### config.mk
export PLATFORM = sky130hd
export DESIGN_NAME = adc_avg_sampler_flat
export DESIGN_NICKNAME = d
export VERILOG_FILES = /design/src/rtl/adc_avg_sampler_pkg.sv /design/src/rtl/adc_avg_sampler_if.sv /design/src/rtl/adc_avg_sampler_csr.sv /design/src/rtl/adc_avg_sampler.sv /design/src/flat_wrapper.sv
export SDC_FILE = /design/constraint.sdc
export NUM_CORES = 1
export LEC_CHECK = 0
export ABC_CLOCK_PERIOD_IN_PS = 4350
export CORE_ASPECT_RATIO = 0.5
export CORE_MARGIN = 2
export CORE_UTILIZATION = 35
export DETAILED_ROUTE_END_ITERATION = 10
export PLACE_DENSITY = 0.59
export SETUP_SLACK_MARGIN = 0.3
export SYNTH_ARGS = -nofsm -noshare
export SYNTH_HDL_FRONTEND = slang
export SYNTH_SLANG_ARGS = --single-unit
### constraint.sdc
create_clock -name clock_clk -period 4.35 [get_ports clock_clk]
set_input_delay 0.435 -clock clock_clk [delete_from_list [all_inputs] [get_ports clock_clk]]
set_output_delay 0.435 -clock clock_clk [all_outputs]
set_load 0.02 [all_outputs]
### src/rtl/adc_avg_sampler_pkg.sv
// Shared constants for the ADC averaging sampler: CSR word map, CTRL bit
// positions and the drop-counter width with its saturating increment.
package adc_avg_pkg;

    localparam logic [4:0] CSR_CTRL  = 5'd0;
    localparam logic [4:0] CSR_NEW   = 5'd1;
    localparam logic [4:0] CSR_ALARM = 5'd2;
    localparam logic [4:0] CSR_DROP  = 5'd3;

    localparam int CSR_RESULT_BASE = 4;
    localparam int CSR_THRESH_BASE = 20;

    localparam int CTRL_ENABLE = 0;
    localparam int CTRL_IRQ_EN = 1;
    localparam int CTRL_CLEAR  = 2;

    localparam int DROP_W = 16;

    function automatic logic [DROP_W-1:0] sat_inc(input logic [DROP_W-1:0] v);
        return (v == {DROP_W{1'b1}}) ? v : v + DROP_W'(1);
    endfunction

endpackage

### src/rtl/adc_avg_sampler_if.sv
// Bus bundle for the sampler: ADC response stream (no backpressure) plus the
// Avalon-MM CSR port. The fabric side is master, the sampler is slave.
interface adc_avg_sampler_if #(
    parameter int DATA_W = 12,
    parameter int CH_W   = 5
);
    logic              response_valid;
    logic [CH_W-1:0]   response_channel;
    logic [DATA_W-1:0] response_data;
    logic [4:0]        csr_address;
    logic              csr_read;
    logic              csr_write;
    logic [31:0]       csr_writedata;
    logic [31:0]       csr_readdata;

    modport master (
        output response_valid, response_channel, response_data,
        output csr_address, csr_read, csr_write, csr_writedata,
        input  csr_readdata
    );

    modport slave (
        input  response_valid, response_channel, response_data,
        input  csr_address, csr_read, csr_write, csr_writedata,
        output csr_readdata
    );
endinterface

### src/rtl/adc_avg_sampler_csr.sv
// CSR bank of the averaging sampler: CTRL, W1C NEW/ALARM flags with set
// priority, saturating drop counter, thresholds and a registered read mux.
module adc_avg_csr
    import adc_avg_pkg::*;
#(
    parameter int NUM_CH = 8,
    parameter int DATA_W = 12
) (
    input  logic                           i_clk,
    input  logic                           i_rst_n,
    input  logic [4:0]                     i_address,
    input  logic                           i_read,
    input  logic                           i_write,
    input  logic [31:0]                    i_writedata,
    output logic [31:0]                    o_readdata,
    input  logic [NUM_CH-1:0]              i_set_new,
    input  logic [NUM_CH-1:0]              i_set_alarm,
    input  logic                           i_drop,
    input  logic [NUM_CH-1:0][DATA_W-1:0]  i_result,
    output logic                           o_enable,
    output logic                           o_clear,
    output logic [NUM_CH-1:0][DATA_W-1:0]  o_thresh,
    output logic                           o_irq
);

    logic                          r_enable;
    logic                          r_irq_en;
    logic [NUM_CH-1:0]             r_new;
    logic [NUM_CH-1:0]             r_alarm;
    logic [DROP_W-1:0]             r_drop;
    logic [NUM_CH-1:0][DATA_W-1:0] r_thresh;
    logic [31:0]                   r_readdata;

    logic              w_wr_ctrl;
    logic              w_wr_new;
    logic              w_wr_alarm;
    logic              w_wr_drop;
    logic [NUM_CH-1:0] w_new_clr;
    logic [NUM_CH-1:0] w_alarm_clr;
    logic [31:0]       w_rdata;
    logic              w_unused;

    assign w_wr_ctrl   = i_write & (i_address == CSR_CTRL);
    assign w_wr_new    = i_write & (i_address == CSR_NEW);
    assign w_wr_alarm  = i_write & (i_address == CSR_ALARM);
    assign w_wr_drop   = i_write & (i_address == CSR_DROP);
    assign w_new_clr   = w_wr_new   ? i_writedata[NUM_CH-1:0] : '0;
    assign w_alarm_clr = w_wr_alarm ? i_writedata[NUM_CH-1:0] : '0;
    assign w_unused    = ^i_writedata;

    assign o_clear    = w_wr_ctrl & i_writedata[CTRL_CLEAR];
    assign o_enable   = r_enable;
    assign o_thresh   = r_thresh;
    assign o_readdata = r_readdata;
    assign o_irq      = r_irq_en & (|r_alarm);

    // Read mux; per-channel windows are OR-ed in so unmapped words fall out as 0.
    always_comb begin
        w_rdata = 32'd0;
        case (i_address)
            CSR_CTRL:  w_rdata = {30'd0, r_irq_en, r_enable};
            CSR_NEW:   w_rdata = 32'(r_new);
            CSR_ALARM: w_rdata = 32'(r_alarm);
            CSR_DROP:  w_rdata = 32'(r_drop);
            default: begin
                for (int ch = 0; ch < NUM_CH; ch++) begin
                    w_rdata = w_rdata
                        | ((int'(i_address) == CSR_RESULT_BASE + ch) ? 32'(i_result[ch]) : 32'd0)
                        | ((int'(i_address) == CSR_THRESH_BASE + ch) ? 32'(r_thresh[ch]) : 32'd0);
                end
            end
        endcase
    end

    // Control, flag and counter state; a new event beats a same-cycle W1C.
    always_ff @(posedge i_clk or negedge i_rst_n) begin
        if (!i_rst_n) begin
            r_enable <= 1'b0;
            r_irq_en <= 1'b0;
            r_new    <= '0;
            r_alarm  <= '0;
            r_drop   <= '0;
        end else begin
            if (w_wr_ctrl) begin
                r_enable <= i_writedata[CTRL_ENABLE];
                r_irq_en <= i_writedata[CTRL_IRQ_EN];
            end
            if (o_clear) begin
                r_new   <= '0;
                r_alarm <= '0;
                r_drop  <= '0;
            end else begin
                r_new   <= (r_new & ~w_new_clr) | i_set_new;
                r_alarm <= (r_alarm & ~w_alarm_clr) | i_set_alarm;
                if (w_wr_drop) begin
                    r_drop <= '0;
                end else if (i_drop) begin
                    r_drop <= sat_inc(r_drop);
                end
            end
        end
    end

    // Threshold bank and registered read data.
    always_ff @(posedge i_clk or negedge i_rst_n) begin
        if (!i_rst_n) begin
            r_thresh   <= '1;
            r_readdata <= 32'd0;
        end else begin
            for (int ch = 0; ch < NUM_CH; ch++) begin
                if (i_write && (int'(i_address) == CSR_THRESH_BASE + ch)) begin
                    r_thresh[ch] <= i_writedata[DATA_W-1:0];
                end
            end
            if (i_read) begin
                r_readdata <= w_rdata;
            end
        end
    end

endmodule

### src/rtl/adc_avg_sampler.sv
// Per-channel averaging and threshold monitor on the ADC response stream.
// One shared adder serves the channel addressed by the current sample.
module adc_avg_sampler
    import adc_avg_pkg::*;
#(
    parameter int NUM_CH   = 8,
    parameter int DATA_W   = 12,
    parameter int CH_W     = 5,
    parameter int LOG2_AVG = 4
) (
    input  logic               clock_clk,
    input  logic               reset_sink_reset_n,
    adc_avg_sampler_if.slave   bus,
    output logic               irq
);

    localparam int SUM_W = DATA_W + LOG2_AVG;
    localparam int CNT_W = (LOG2_AVG > 0) ? LOG2_AVG : 1;
    localparam int IDX_W = (NUM_CH > 1) ? $clog2(NUM_CH) : 1;
    // With LOG2_AVG=0 this is 0, so every sample closes its window.
    localparam logic [CNT_W-1:0] CNT_MAX = CNT_W'((1 << LOG2_AVG) - 1);

    logic [SUM_W-1:0]              r_acc [NUM_CH];
    logic [CNT_W-1:0]              r_cnt [NUM_CH];
    logic [NUM_CH-1:0][DATA_W-1:0] r_result;

    logic                          w_enable;
    logic                          w_clear;
    logic [NUM_CH-1:0][DATA_W-1:0] w_thresh;
    logic                          w_ch_ok;
    logic [IDX_W-1:0]              w_idx;
    logic                          w_live;
    logic                          w_take;
    logic                          w_drop;
    logic [SUM_W-1:0]              w_sum;
    logic                          w_done;
    logic [DATA_W-1:0]             w_avg;
    logic [NUM_CH-1:0]             w_set_new;
    logic [NUM_CH-1:0]             w_set_alarm;

    assign w_ch_ok = 32'(bus.response_channel) < NUM_CH;
    assign w_idx   = w_ch_ok ? IDX_W'(bus.response_channel) : '0;
    assign w_live  = bus.response_valid & w_enable & ~w_clear;
    assign w_take  = w_live & w_ch_ok;
    assign w_drop  = w_live & ~w_ch_ok;
    assign w_sum   = r_acc[w_idx] + SUM_W'(bus.response_data);
    assign w_done  = (r_cnt[w_idx] == CNT_MAX);
    assign w_avg   = w_sum[SUM_W-1:LOG2_AVG];

    // Window-complete events for the flag bank; compare uses the pre-write threshold.
    always_comb begin
        w_set_new   = '0;
        w_set_alarm = '0;
        if (w_take && w_done) begin
            w_set_new[w_idx]   = 1'b1;
            w_set_alarm[w_idx] = (w_avg > w_thresh[w_idx]);
        end else begin
            w_set_new   = '0;
            w_set_alarm = '0;
        end
    end

    // Accumulators, window counters and published averages.
    always_ff @(posedge clock_clk or negedge reset_sink_reset_n) begin
        if (!reset_sink_reset_n) begin
            for (int ch = 0; ch < NUM_CH; ch++) begin
                r_acc[ch] <= '0;
                r_cnt[ch] <= '0;
            end
            r_result <= '0;
        end else if (w_clear) begin
            for (int ch = 0; ch < NUM_CH; ch++) begin
                r_acc[ch] <= '0;
                r_cnt[ch] <= '0;
            end
        end else if (w_take) begin
            if (w_done) begin
                r_result[w_idx] <= w_avg;
                r_acc[w_idx]    <= '0;
                r_cnt[w_idx]    <= '0;
            end else begin
                r_acc[w_idx] <= w_sum;
                r_cnt[w_idx] <= r_cnt[w_idx] + CNT_W'(1);
            end
        end
    end

    adc_avg_csr #(
        .NUM_CH (NUM_CH),
        .DATA_W (DATA_W)
    ) u_csr (
        .i_clk       (clock_clk),
        .i_rst_n     (reset_sink_reset_n),
        .i_address   (bus.csr_address),
        .i_read      (bus.csr_read),
        .i_write     (bus.csr_write),
        .i_writedata (bus.csr_writedata),
        .o_readdata  (bus.csr_readdata),
        .i_set_new   (w_set_new),
        .i_set_alarm (w_set_alarm),
        .i_drop      (w_drop),
        .i_result    (r_result),
        .o_enable    (w_enable),
        .o_clear     (w_clear),
        .o_thresh    (w_thresh),
        .o_irq       (irq)
    );

endmodule
### src/flat_wrapper.sv
// flat-port wrapper written by rule: the top's interface ports become plain ports
module adc_avg_sampler_flat import adc_avg_pkg::*;
#(
    parameter int NUM_CH   = 8,
    parameter int DATA_W   = 12,
    parameter int CH_W     = 5,
    parameter int LOG2_AVG = 4
)
  (clock_clk, reset_sink_reset_n, irq, bus_response_valid, bus_response_channel, bus_response_data, bus_csr_address, bus_csr_read, bus_csr_write, bus_csr_writedata, bus_csr_readdata);
  adc_avg_sampler_if #(.DATA_W(DATA_W), .CH_W(CH_W)) bus_i ();
  input  logic clock_clk;
  input  logic reset_sink_reset_n;
  output logic irq;
  input wire logic [$bits(bus_i.response_valid)-1:0] bus_response_valid;
  input wire logic [$bits(bus_i.response_channel)-1:0] bus_response_channel;
  input wire logic [$bits(bus_i.response_data)-1:0] bus_response_data;
  input wire logic [$bits(bus_i.csr_address)-1:0] bus_csr_address;
  input wire logic [$bits(bus_i.csr_read)-1:0] bus_csr_read;
  input wire logic [$bits(bus_i.csr_write)-1:0] bus_csr_write;
  input wire logic [$bits(bus_i.csr_writedata)-1:0] bus_csr_writedata;
  output wire logic [$bits(bus_i.csr_readdata)-1:0] bus_csr_readdata;
  assign bus_i.response_valid = bus_response_valid;
  assign bus_i.response_channel = bus_response_channel;
  assign bus_i.response_data = bus_response_data;
  assign bus_i.csr_address = bus_csr_address;
  assign bus_i.csr_read = bus_csr_read;
  assign bus_i.csr_write = bus_csr_write;
  assign bus_i.csr_writedata = bus_csr_writedata;
  assign bus_csr_readdata = bus_i.csr_readdata;
  adc_avg_sampler #(.NUM_CH(NUM_CH), .DATA_W(DATA_W), .CH_W(CH_W), .LOG2_AVG(LOG2_AVG)) u_core (.clock_clk(clock_clk), .reset_sink_reset_n(reset_sink_reset_n), .bus(bus_i), .irq(irq));
endmodule
Word-level counts from Yosys, hierarchy flattened
Index checks and enable logic that the tools add are counted.
{"block": "totals", "regBits": 418}
{"block": "op_classes", "n_reduce_logical": 17, "n_mux": 53, "bitwise": 39, "order_cmp": 6, "add_sub_neg": 3, "n_eq_ne": 22}
{"cell": "2-to-1 mux 128 bit", "n": 3}
{"cell": "2-to-1 mux 12 bit", "n": 18}
{"cell": "bitwise OR 12 bit", "n": 15}
{"cell": "AND 128 bit", "n": 1}
{"cell": "bitwise mux 128 bit", "n": 1}
{"cell": "inverter 128 bit", "n": 1}
{"cell": "2-to-1 mux 16 bit", "n": 7}
{"cell": "bitwise mux 96 bit", "n": 1}
{"cell": "2-to-1 mux 32 bit", "n": 3}
{"cell": "case mux 16 bit (4 select lines)", "n": 1}
{"cell": "binary-select mux 16 bit (select 3 bit)", "n": 1}
{"cell": "demux 16 bit (select 3 bit)", "n": 1}
{"cell": "2-to-1 mux 8 bit", "n": 6}
{"cell": "== test 5 x 4 -> 1 bit, second input constant", "n": 8}
{"cell": "== test 5 bit, second input constant", "n": 8}
{"cell": "binary-select mux 12 bit (select 3 bit)", "n": 1}
{"cell": "demux 12 bit (select 3 bit)", "n": 1}
{"cell": "AND 32 bit", "n": 1}
{"cell": "bitwise mux 32 bit", "n": 1}
{"cell": "inverter 32 bit", "n": 1}
{"cell": "AND 8 bit", "n": 3}
{"cell": "adder 16 x 1 -> 16 bit, second input constant", "n": 1}
{"cell": "adder 16 x 12 -> 16 bit", "n": 1}
{"cell": "== test 16 bit, second input constant", "n": 1}
{"cell": "29 further kinds", "n": 54}

Longest topological paths before layout
Gate-level depths: netlist of the first run.
{"block": "logic_depth", "ltp_word": 18, "depth_mapped": 26, "mapped_depth_nobuf": 23}

Modules after synthesis
Synthesis of the first run repeated with hierarchy kept, for this count alone.
{"block": "unflattened", "cells_unflattened": 1813, "area_unflattened_um2": 20599.8}
{"module": "adc_avg_sampler", "n_inst": 1, "area_per_inst_um2": 12826.1, "cells_per_inst": 1153, "seq_area_each_um2": 6406.1}
{"module": "adc_avg_csr", "n_inst": 1, "area_per_inst_um2": 7773.7, "cells_per_inst": 660, "seq_area_each_um2": 3773.6}

Worst setup path before layout of the first run
No wires, ideal clock.
{"block": "synth_path", "path_type": "input to register", "start": "input bus_response_channel[3]", "end": "register u_core.u_csr.r_alarm[7]", "stages": 23, "slack_ps": -907, "t_arrival_ps": 5125, "setup_time_ps": 132, "required_ps": 4218, "n_path_buf": 4, "cell_sequence": "buf_4 > nor3b_4 > buf_2 > buf_1 > nand2_1 > and3_1 > nor4_1 > ha_1 > a211oi_1 > o211ai_1 > a31o_2 > a21oi_1 > xor2_1 > clkbuf_1 > inv_1 > ha_1 > a21oi_1 > o221ai_1 > a221o_1 > a221oi_1 > a21oi_1 > a32oi_1 > nor2_1"}
{"block": "synth_between", "elab_chain_cells": 12, "elab_cells_between_ends": 25, "classes_between": "1 x add/sub; 4 x order compare; 1 x eq/ne; 13 x mux; 4 x bitwise; 2 x reduce/logical"}
{"item": "start, declared", "line_no": "flat_wrapper.sv:15", "rtl": "input wire logic [$bits(bus_i.response_channel)-1:0] bus_response_channel;"}
{"item": "less-than comparator 5 x 4 -> 1 bit", "line_no": "adc_avg_sampler.sv:41", "rtl": "assign w_ch_ok = 32'(bus.response_channel) < NUM_CH;"}
{"item": "2-to-1 mux 3 bit", "line_no": "adc_avg_sampler.sv:42", "rtl": "assign w_idx = w_ch_ok ? IDX_W'(bus.response_channel) : '0;"}
{"item": "inverter 3 -> 4 bit (implied by the code)", "line_no": "adc_avg_sampler.sv:46", "rtl": "assign w_sum = r_acc[w_idx] + SUM_W'(bus.response_data);"}
{"item": "binary-select mux 16 bit (select 3 bit)", "line_no": "adc_avg_sampler.sv:46"}
{"item": "2-to-1 mux 16 bit (implied by the code) (2 in series)", "line_no": "adc_avg_sampler.sv:46"}
{"item": "adder 16 x 12 -> 16 bit", "line_no": "adc_avg_sampler.sv:46"}
{"item": "net u_core.w_sum[9]", "line_no": "adc_avg_sampler.sv:35", "rtl": "logic [SUM_W-1:0] w_sum;"}
{"item": "greater-than comparator 12 bit", "line_no": "adc_avg_sampler.sv:56", "rtl": "w_set_alarm[w_idx] = (w_avg > w_thresh[w_idx]);"}
{"item": "AND 8 bit (no source line)"}
{"item": "2-to-1 mux 8 bit", "line_no": "adc_avg_sampler.sv:54", "rtl": "if (w_take && w_done) begin"}
{"item": "bitwise OR 8 bit", "line_no": "adc_avg_sampler_csr.sv:94", "rtl": "r_alarm <= (r_alarm & ~w_alarm_clr) | i_set_alarm;"}
{"item": "2-to-1 mux 8 bit", "line_no": "adc_avg_sampler_csr.sv:88", "rtl": "if (o_clear) begin"}
{"item": "end signal, assigned", "line_no": "adc_avg_sampler_csr.sv:94"}
{"item": "end, declared", "line_no": "adc_avg_sampler_csr.sv:29", "rtl": "logic [NUM_CH-1:0] r_alarm;"}
The timed path passes the listed nets, and every way through them passes these cells. The select of a mux whose other input is x is not followed.
A chain may end at the register's enable or synchronous reset.

Worst setup path after layout of the first run
{"block": "layout_path", "start": "input bus_response_channel[2]", "end": "register u_core.u_csr.r_alarm[7]"}
{"block": "layout_between", "elab_chain_cells": 12, "elab_cells_between_ends": 25, "classes_between": "1 x add/sub; 4 x order compare; 1 x eq/ne; 13 x mux; 4 x bitwise; 2 x reduce/logical"}
{"item": "less-than comparator 5 x 4 -> 1 bit", "line_no": "adc_avg_sampler.sv:41"}
{"item": "2-to-1 mux 3 bit *", "line_no": "adc_avg_sampler.sv:42"}
{"item": "inverter 3 -> 4 bit (implied by the code) *", "line_no": "adc_avg_sampler.sv:46"}
{"item": "binary-select mux 16 bit (select 3 bit) *", "line_no": "adc_avg_sampler.sv:46"}
{"item": "2-to-1 mux 16 bit (implied by the code) * (2 in series)", "line_no": "adc_avg_sampler.sv:46"}
{"item": "adder 16 x 12 -> 16 bit *", "line_no": "adc_avg_sampler.sv:46"}
{"item": "net u_core.w_sum[12]", "line_no": "adc_avg_sampler.sv:35"}
{"item": "greater-than comparator 12 bit *", "line_no": "adc_avg_sampler.sv:56"}
{"item": "AND 8 bit (no source line) *"}
{"item": "2-to-1 mux 8 bit *", "line_no": "adc_avg_sampler.sv:54"}
{"item": "bitwise OR 8 bit *", "line_no": "adc_avg_sampler_csr.sv:94"}
{"item": "2-to-1 mux 8 bit *", "line_no": "adc_avg_sampler_csr.sv:88"}
The timed path passes the listed nets; every way through them passes the cells marked *. The select of a mux whose other input is x is not followed.

==> reports/metrics.csv, run 1 <==
stage;metric;value;unit
global_routing;grtUsageTotal;24.9;%
die;die_h;172;µm
final_layout;fill_cells;5212;
die;coreArea;55600;µm²
timing;setup_ws;0.120;ns
critical_path;path_buf_inv;8;
critical_path;cp-endpoint;u_core.u_csr.r_alarm[7]$_DFF_PN0_;
placed_design;place_inst;2952;
critical_path;crit_cells;25;
power;power;10.5;mW
drt;viasPerCell;5.70;
drt;vias;17467;
final_layout;final_area;25200;µm²
critical_path;crit_path_start;bus_response_channel[2];
placed_design;io_buffer_count;55;
critical_path;cpLargestDelayFamily;compound AO/OA/AOI/OAI gates;
critical_path;crit_required;4.80;ns
critical_path;rr_startpoint;u_core.r_acc[51]$_DFFE_PN0P_;
global_routing;grt_overflow;0;
timing;fmax;0.236;GHz
global_routing;grt_pass1_vias;16924;
clock_network;insertion_delay;0.57;ns
final_layout;fin_nets;2367;
power;powerDensity;419;nW/µm²
timing;rsz0062_at_grt;true;
synthesis;ys_types;80;
drt;wl;73100;µm
critical_path;end_kind;flip-flop;
timing;max_slew_margin;32.0;%
critical_path;critPathMaxStageDelay;0.35;ns
timing;hold_viol;0;
global_routing;grt_pass1_wl;109000;µm
timing;skew;0.0236;ns
placed_design;gp_congestion;0.941;
clock_network;cts.sinks;402;
synthesis;yosysSeqAreaShare;51.5;%
power;ir_drop;282;µV
critical_path;crit_type;primary input to flip-flop;
power;power_leakage;10.9;nW
synthesis;avgSynthCellArea;9.73;µm²
critical_path;cp_max_fo;8;
timing;tightestPinTransition;1.02;ns
timing;drv_slew;0;
drt;drtIter0Drc;1959;
critical_path;timing.rr.end;u_core.u_csr.r_alarm[7]$_DFF_PN0_;
die;rows;61;
status;status;complete, no violations;
placed_design;dp_hpwl;50300;µm
global_routing;grt_max_degree;112;
clock_network;htreeDepth;2;
final_layout;drive_gt1_share;29.8;%
clock_network;clockRootBuffer;clkbuf_16;
global_routing;antenna_found_initial;0;
drt;post-route-drc-count;0;
final_layout;seqCellArea;10200;µm²
timing;setup_viol;0;
clock_network;clk_path_buf_depth;3;
synthesis;synth_ff_type;dfrtp_1;
synthesis;ys_async_sr_fraction;100;%
critical_path;worstSetupStartpointType;primary input;
synthesis;syn-cell-area;19800;µm²
die;initial_utilization;35.5;%
final_layout;syn2layout_area_growth;27.3;%
synthesis;ys_warn_count;0;
timing;finalCritPeriodShare;97.2;%
placed_design;pre_cts_ws;-0.982;ns
flow_run;maxCapViolations;0;
final_layout;multi_input_comb_area;9520;µm²
final_layout;final_cells;3067;
clock_network;clkSlewWorstSetupHoldPaths;0.07;ns
critical_path;slowest_stage;ha_1;
die;io_pins;92;
die;dieArea;58500;µm²
critical_path;reg2reg_slack;0.37;ns
clock_network;cts_buffers;40;
placed_design;placed_cell_area;22900;µm²
synthesis;syn_inst;2031;
hold_path;min_path_type;flip-flop to flip-flop;
clock_network;cts_tree;done;
drt;dr.pass1.iters;6;
timing;finalCriticalPeriod;4.23;ns
synthesis;synth_enable_flop_cells;0;
critical_path;arrival;4.68;ns
die;die_x;340;µm
critical_path;r2r_cells;21;
drt;post_drt_wl_per_cell;23.9;µm
synthesis;synth_seq_cells;402;
drt;ant_nets;0;
==> kinds of logic after synthesis <==
kind of cell             Yosys count  share of synthesized area [%]
AND/OR/NAND/NOR                  711                           16.3
AO/OA/AOI/OAI                    555                           17.5
flip-flops                       402                           51.5
buffers and inverters            173                           3.88
multiplexers                     135                           7.74
adder cells (fa/ha/maj)           28                           1.81
XOR/XNOR                          26                           1.23
other                              1                         0.0190
==> repair_timing <==
item                                    4_1_cts  5_1_grt
hold buffers                                  1        0
buffers inserted                             31       10
endpoints found under the hold margin         8        0
cloned                                        0        0
gates resized for setup                      98       24
pin swaps                                    53       37
endpoints found under the setup margin        8        8
==> per-layer routing <==
| layer | global-route usage (%) | part of all wire (%) | up-vias |
|---|---|---|---|
| li1 | - | - | 7756 |
| met1 | 33.6 | 42 | 8721 |
| met2 | 40.3 | 45 | 823 |
| met3 | 4.93 | 9.0 | 165 |
| met4 | 8.25 | 3.5 | 2 |
| met5 | 0.750 | 0.086 | - |
==> cells in the mapped netlist, types with 12 or more instances <==
master    number  area share (%)
clkbuf_1      90             1.7
nor2_1        95             1.8
ha_1          27             1.7
xnor2_1       14            0.62
nor3_1        25            0.63
buf_4         22            0.84
nand4_1       13            0.41
o22ai_1       26            0.82
buf_1         17            0.32
nor4_1        14            0.44
mux2_2       122             7.0
a22o_1        23             1.0
a21oi_1       78             2.0
dfrtp_1      306              39
a31oi_1       13            0.41
nand2_1      409             7.8
a22oi_1       92             3.5
o21ai_0      233             5.9
a221oi_1      12            0.53
buf_2         16            0.41
dfstp_2       96              13
a32o_1        15            0.76
inv_1         24            0.46
nand3_1       78             2.0
==> layout by cell type (no fill, tap or decap), drive strengths merged, types with 49 or more instances in the layout <==
cell type      synthesis  routed
clkdlybuf4s50          0      49
mux2                 122     122
nor2                 104     104
buf                   57     289
a21oi                 78      78
dfstp                 96      96
clkbuf                90      60
nand2                410     410
a22oi                 92      92
nand3                 79      79
dfrtp                306     306
o21ai                238     238
==> registers in the layout, indices dropped and copies added (netlist names) <==
| signal | cells |
|---|---|
| u_core.u_csr.o_thresh | 96 |
| u_core.u_csr.r_alarm | 8 |
| u_core.r_acc | 128 |
| u_core.u_csr.r_new | 8 |
| u_core.u_csr.r_irq_en | 1 |
| u_core.r_result | 96 |
| u_core.u_csr.o_enable | 1 |
| u_core.u_csr.r_drop | 16 |
| u_core.r_cnt | 32 |
| u_core.u_csr.o_readdata | 16 |
==> cell type report <==
type | count | share of cell area [%]
diodes | 1 | 0.00995
clock buffers | 60 | 4.71
multi-input cells | 1471 | 37.9
well taps | 756 | 3.76
clock inverters | 12 | 0.482
flip-flops and latches | 402 | 40.5
inverters | 26 | 0.388
repair buffers | 339 | 12.3
==> tightest hold or removal path: cells and delay by family, from the launching register on <==
family          cells  cell delay [ns]
simple gates        1             0.04
flops               1             0.34
compound gates      1             0.06
==> power breakdown <==
| part | internal [mW] | switching [mW] | total [mW] |
|---|---|---|---|
| combinational | 1.15 | 1.40 | 2.55 |
| sequential | 4.18 | 0.273 | 4.46 |
| clock | 1.96 | 1.56 | 3.52 |
==> how the worst min path moves through the flow <==
stage | startpoint | end | slack, ns | cells past startpoint
3_5_place_dp | u_core.r_result[26]$_DFFE_PN0P_ | u_core.r_result[26]$_DFFE_PN0P_ | 0.46 | 2
6_report | u_core.r_acc[22]$_DFFE_PN0P_ | u_core.r_acc[22]$_DFFE_PN0P_ | 0.48 | 2
4_1_cts | u_core.r_result[26]$_DFFE_PN0P_ | u_core.r_result[26]$_DFFE_PN0P_ | 0.48 | 2
5_1_grt | u_core.r_acc[38]$_DFFE_PN0P_ | u_core.r_acc[38]$_DFFE_PN0P_ | 0.50 | 2
3_3_place_gp | u_core.r_result[31]$_DFFE_PN0P_ | u_core.r_result[31]$_DFFE_PN0P_ | 0.45 | 2
2_1_floorplan | reset_sink_reset_n | u_core.r_acc[0]$_DFFE_PN0P_ | 0.14 | 0
==> stage by stage <==
| step | TNS, ns | utilization [%] | hold slack (ns) |
|---|---|---|---|
| after floorplan | -2.27 | - | 0.139 |
| after global placement | -14.07 | 41.2 | 0.451 |
| after detailed placement | -14.74 | 41.2 | 0.462 |
| after CTS | 0 | 44.9 | 0.477 |
| after global routing | -0.0983 | 45.2 | 0.500 |
| final | 0 | 45.2 | 0.477 |
Note: power is estimated with default switching activity, not from simulation.
==> inputs of run 2 (changes only) <==
--- a/config.mk
+++ b/config.mk
@@ -10,7 +10,6 @@
 export CORE_MARGIN = 2
 export CORE_UTILIZATION = 35
 export DETAILED_ROUTE_END_ITERATION = 10
-export PLACE_DENSITY = 0.59
 export SETUP_SLACK_MARGIN = 0.3
 export SYNTH_ARGS = -nofsm -noshare
 export SYNTH_HDL_FRONTEND = slang
==> run 2 against run 1 <==
  * Final cell count shrank 0.13%
  * Worst setup slack gained 0.12 ns
  * First-iteration DRC count grew 0.51%
  * Clock-buffer cell count grew 1
  * Highest routed layer is now met4
  * Wire length shrank 0.75%
  * Sequential power is essentially flat
  * Total power is essentially flat
  * Largest power group unchanged
==> reports/metrics.csv, run 2 (synthesized netlist as in run 1, its figures left out) <==
stage;metric;value;unit
final_layout;largest_reg_flops;128;
timing;finalCritPeriodShare;94.6;%
hold_path;holdPathEnd;u_core.r_acc[18]$_DFFE_PN0P_;
die;dieArea;58500;µm²
flow_run;maxCapViolations;0;
critical_path;cp_max_fo;8;
critical_path;crit_required;4.82;ns
clock_network;clkSlewWorstSetupHoldPaths;0.07;ns
critical_path;critPathMaxStageDelay;0.44;ns
clock_network;cts_tree;done;
power;power_leakage;10.9;nW
critical_path;slowest_stage;or3_4;
final_layout;fill_cells;5332;
timing;fin_hold_ws;0.478;ns
final_layout;seqCellArea;10200;µm²
timing;hold_viol;0;
placed_design;gp_congestion;0.941;
timing;tightestPinTransition;1.14;ns
global_routing;grtUsageTotal;24.6;%
die;io_pins;92;
timing;drv_slew;0;
placed_design;placed_cell_area;22900;µm²
drt;viasPerCell;5.66;
final_layout;drive_gt1_share;28.9;%
die;coreArea;55600;µm²
critical_path;path_buf_inv;6;
clock_network;cts_buffers;40;
power;power;10.5;mW
critical_path;path_common_cell;buf_6;
critical_path;r2r_cells;20;
hold_path;hold_start;u_core.r_acc[18]$_DFFE_PN0P_;
clock_network;htreeDepth;2;
hold_path;min_path_type;flip-flop to flip-flop;
clock_network;insertion_delay;0.58;ns
global_routing;grt_overflow;0;
critical_path;rr_startpoint;u_core.r_acc[112]$_DFFE_PN0P_;
global_routing;grt_pass1_wl;109000;µm
critical_path;reg2reg_slack;0.43;ns
clock_network;clk_path_buf_depth;3;
die;die_h;172;µm
power;powerDensity;421;nW/µm²
die;initial_utilization;35.5;%
timing;skew;0.0343;ns
final_layout;multi_input_comb_area;9420;µm²
placed_design;dp_hpwl;49600;µm
placed_design;io_buffer_count;55;
die;rows;61;
drt;drtIter0Drc;1969;
final_layout;final_area;25000;µm²
drt;dr.pass1.iters;6;
timing;setup_viol;0;
drt;post_drt_wl_per_cell;23.7;µm
critical_path;crit_type;primary input to flip-flop;
clock_network;clockRootBuffer;clkbuf_16;
final_layout;mostFrequentLayoutCells;nand2_1, dfrtp_1, buf_4;
power;ir_drop;273;µV
timing;fmax;0.243;GHz
clock_network;cts.sinks;402;
final_layout;syn2layout_area_growth;26.6;%
drt;post-route-drc-count;0;
critical_path;crit_chain;buf_6 -> buf_6 -> nand2b_4 -> or3_4 -> buf_8 -> o22ai_4 -> nor3_2 -> ha_1 -> buf_6 -> buf_4 -> o211a_1 -> a21o_1 -> a31o_4 -> nand3b_1 -> xnor2_2 -> inv_2 -> ha_4 -> and2_4 -> a221o_1 -> a221oi_2 -> a21oi_4 -> a22oi_1 -> nor2_1;
die;die_x;340;µm
critical_path;end_kind;flip-flop;
drt;wl;72600;µm
critical_path;arrival;4.59;ns
final_layout;mostFrequentLayoutCell;nand2_1;
final_layout;largest_register;u_core.r_acc;
hold_path;worstHoldPathCells;2;
critical_path;cpLargestDelayFamily;compound AO/OA/AOI/OAI gates;
global_routing;antenna_found_initial;1;
global_routing;grt_max_degree;103;
final_layout;diodes;0;
timing;rsz0062_at_grt;true;
timing;max_slew_margin;24.1;%
drt;ant_nets;0;
final_layout;finish.utilization;45.0;%
drt;vias;17351;
critical_path;worstSetupStartpointType;primary input;
critical_path;timing.rr.end;u_core.u_csr.r_alarm[4]$_DFF_PN0_;
final_layout;fin_nets;2362;
timing;finalCriticalPeriod;4.11;ns
status;status;complete, no violations;
global_routing;grt_pass1_vias;16979;
run 2: cell count changes in the layout (fill, tap and decap cells not counted), moves of 3 or more:
cell | previous run | this run
a22oi_2 | 4 | 1
buf_4 | 239 | 233
o22ai_1 | 13 | 16
buf_12 | 28 | 24
a22oi_1 | 88 | 91
clkbuf_8 | 11 | 5
o22ai_2 | 9 | 6
clkbuf_1 | 9 | 15
buf_8 | 2 | 5
o221ai_1 | 4 | 7
run 2: repair_timing:
action | in CTS | in global routing
hold buffers | 1 | 0
buffers inserted | 27 | 14
hold endpoints to repair | 47 | 0
setup endpoints to repair | 8 | 8
pin swaps | 49 | 51
gates resized for setup | 83 | 35
gates cloned | 1 | 0
run 2: worst max path at each step:
stage | depth (start not counted) | startpoint | to | slack (ns)
6_report | 23 | bus_response_channel[1] | u_core.u_csr.r_alarm[4]$_DFF_PN0_ | 0.24
5_1_grt | 24 | bus_response_channel[3] | u_core.u_csr.r_alarm[0]$_DFF_PN0_ | 0.07
4_1_cts | 23 | bus_response_channel[3] | u_core.u_csr.r_alarm[7]$_DFF_PN0_ | 0.28
3_5_place_dp | 25 | bus_response_channel[3] | u_core.u_csr.r_alarm[7]$_DFF_PN0_ | -0.94
3_3_place_gp | 22 | bus_response_channel[3] | u_core.u_csr.r_alarm[7]$_DFF_PN0_ | -0.87
2_1_floorplan | 25 | bus_response_channel[3] | u_core.u_csr.r_alarm[7]$_DFF_PN0_ | -0.30
run 2: where the power goes:
| group | leakage, nW | internal, mW | switching (mW) |
|---|---|---|---|
| Clock | 0.641 | 1.97 | 1.57 |
| Sequential | 5.24 | 4.18 | 0.289 |
| Combinational | 5.00 | 1.13 | 1.40 |
| Total | 10.9 | 7.28 | 3.26 |
run 2: layer usage:
| metal | global-route usage, % | up-vias | wire, µm |
|---|---|---|---|
| li1 | - | 7749 | - |
| met1 | 32.9 | 8683 | 31500 |
| met2 | 40.1 | 756 | 33100 |
| met3 | 4.77 | 163 | 5580 |
| met4 | 8.64 | 0 | 2440 |
| met5 | 0 | - | 0 |
run 2: worst reg2reg max path, stage by stage (launching register included):
cell and delay, ns:
dfrtp_1 0.39, o22ai_2 0.11, a31oi_1 0.12, and3_1 0.17
ha_2 0.21, inv_2 0.05, fa_2 0.35, nand3b_1 0.19
nand3b_1 0.14, a21o_1 0.18, a31o_4 0.17, nand3b_1 0.12
xnor2_2 0.21, inv_2 0.07, ha_4 0.21, and2_4 0.13
a221o_1 0.32, a221oi_2 0.31, a21oi_4 0.11, a22oi_1 0.20
nor2_1 0.07
run 2: layout make-up:
class / count / share of cell area [%]
Clock inverter: 13 / 0.620
Sequential cell: 402 / 40.7
Clock buffer: 61 / 4.60
Timing Repair Buffer: 334 / 12.3
Multi-Input combinational cell: 1471 / 37.6
Inverter: 26 / 0.405
Tap cell: 756 / 3.78
run 2: through the flow:
| stage | worst slack [ns] | setup TNS [ns] | cells |
|---|---|---|---|
| 2_1_floorplan | -0.297 | -2.27 | 2046 |
| 3_3_place_gp | -0.874 | -7.59 | 2946 |
| 3_5_place_dp | -0.942 | -10.84 | 2946 |
| 4_1_cts | 0.285 | 0 | 3049 |
| 5_1_grt | 0.0653 | 0 | 3063 |
| 6_report | 0.235 | 0 | 3063 |
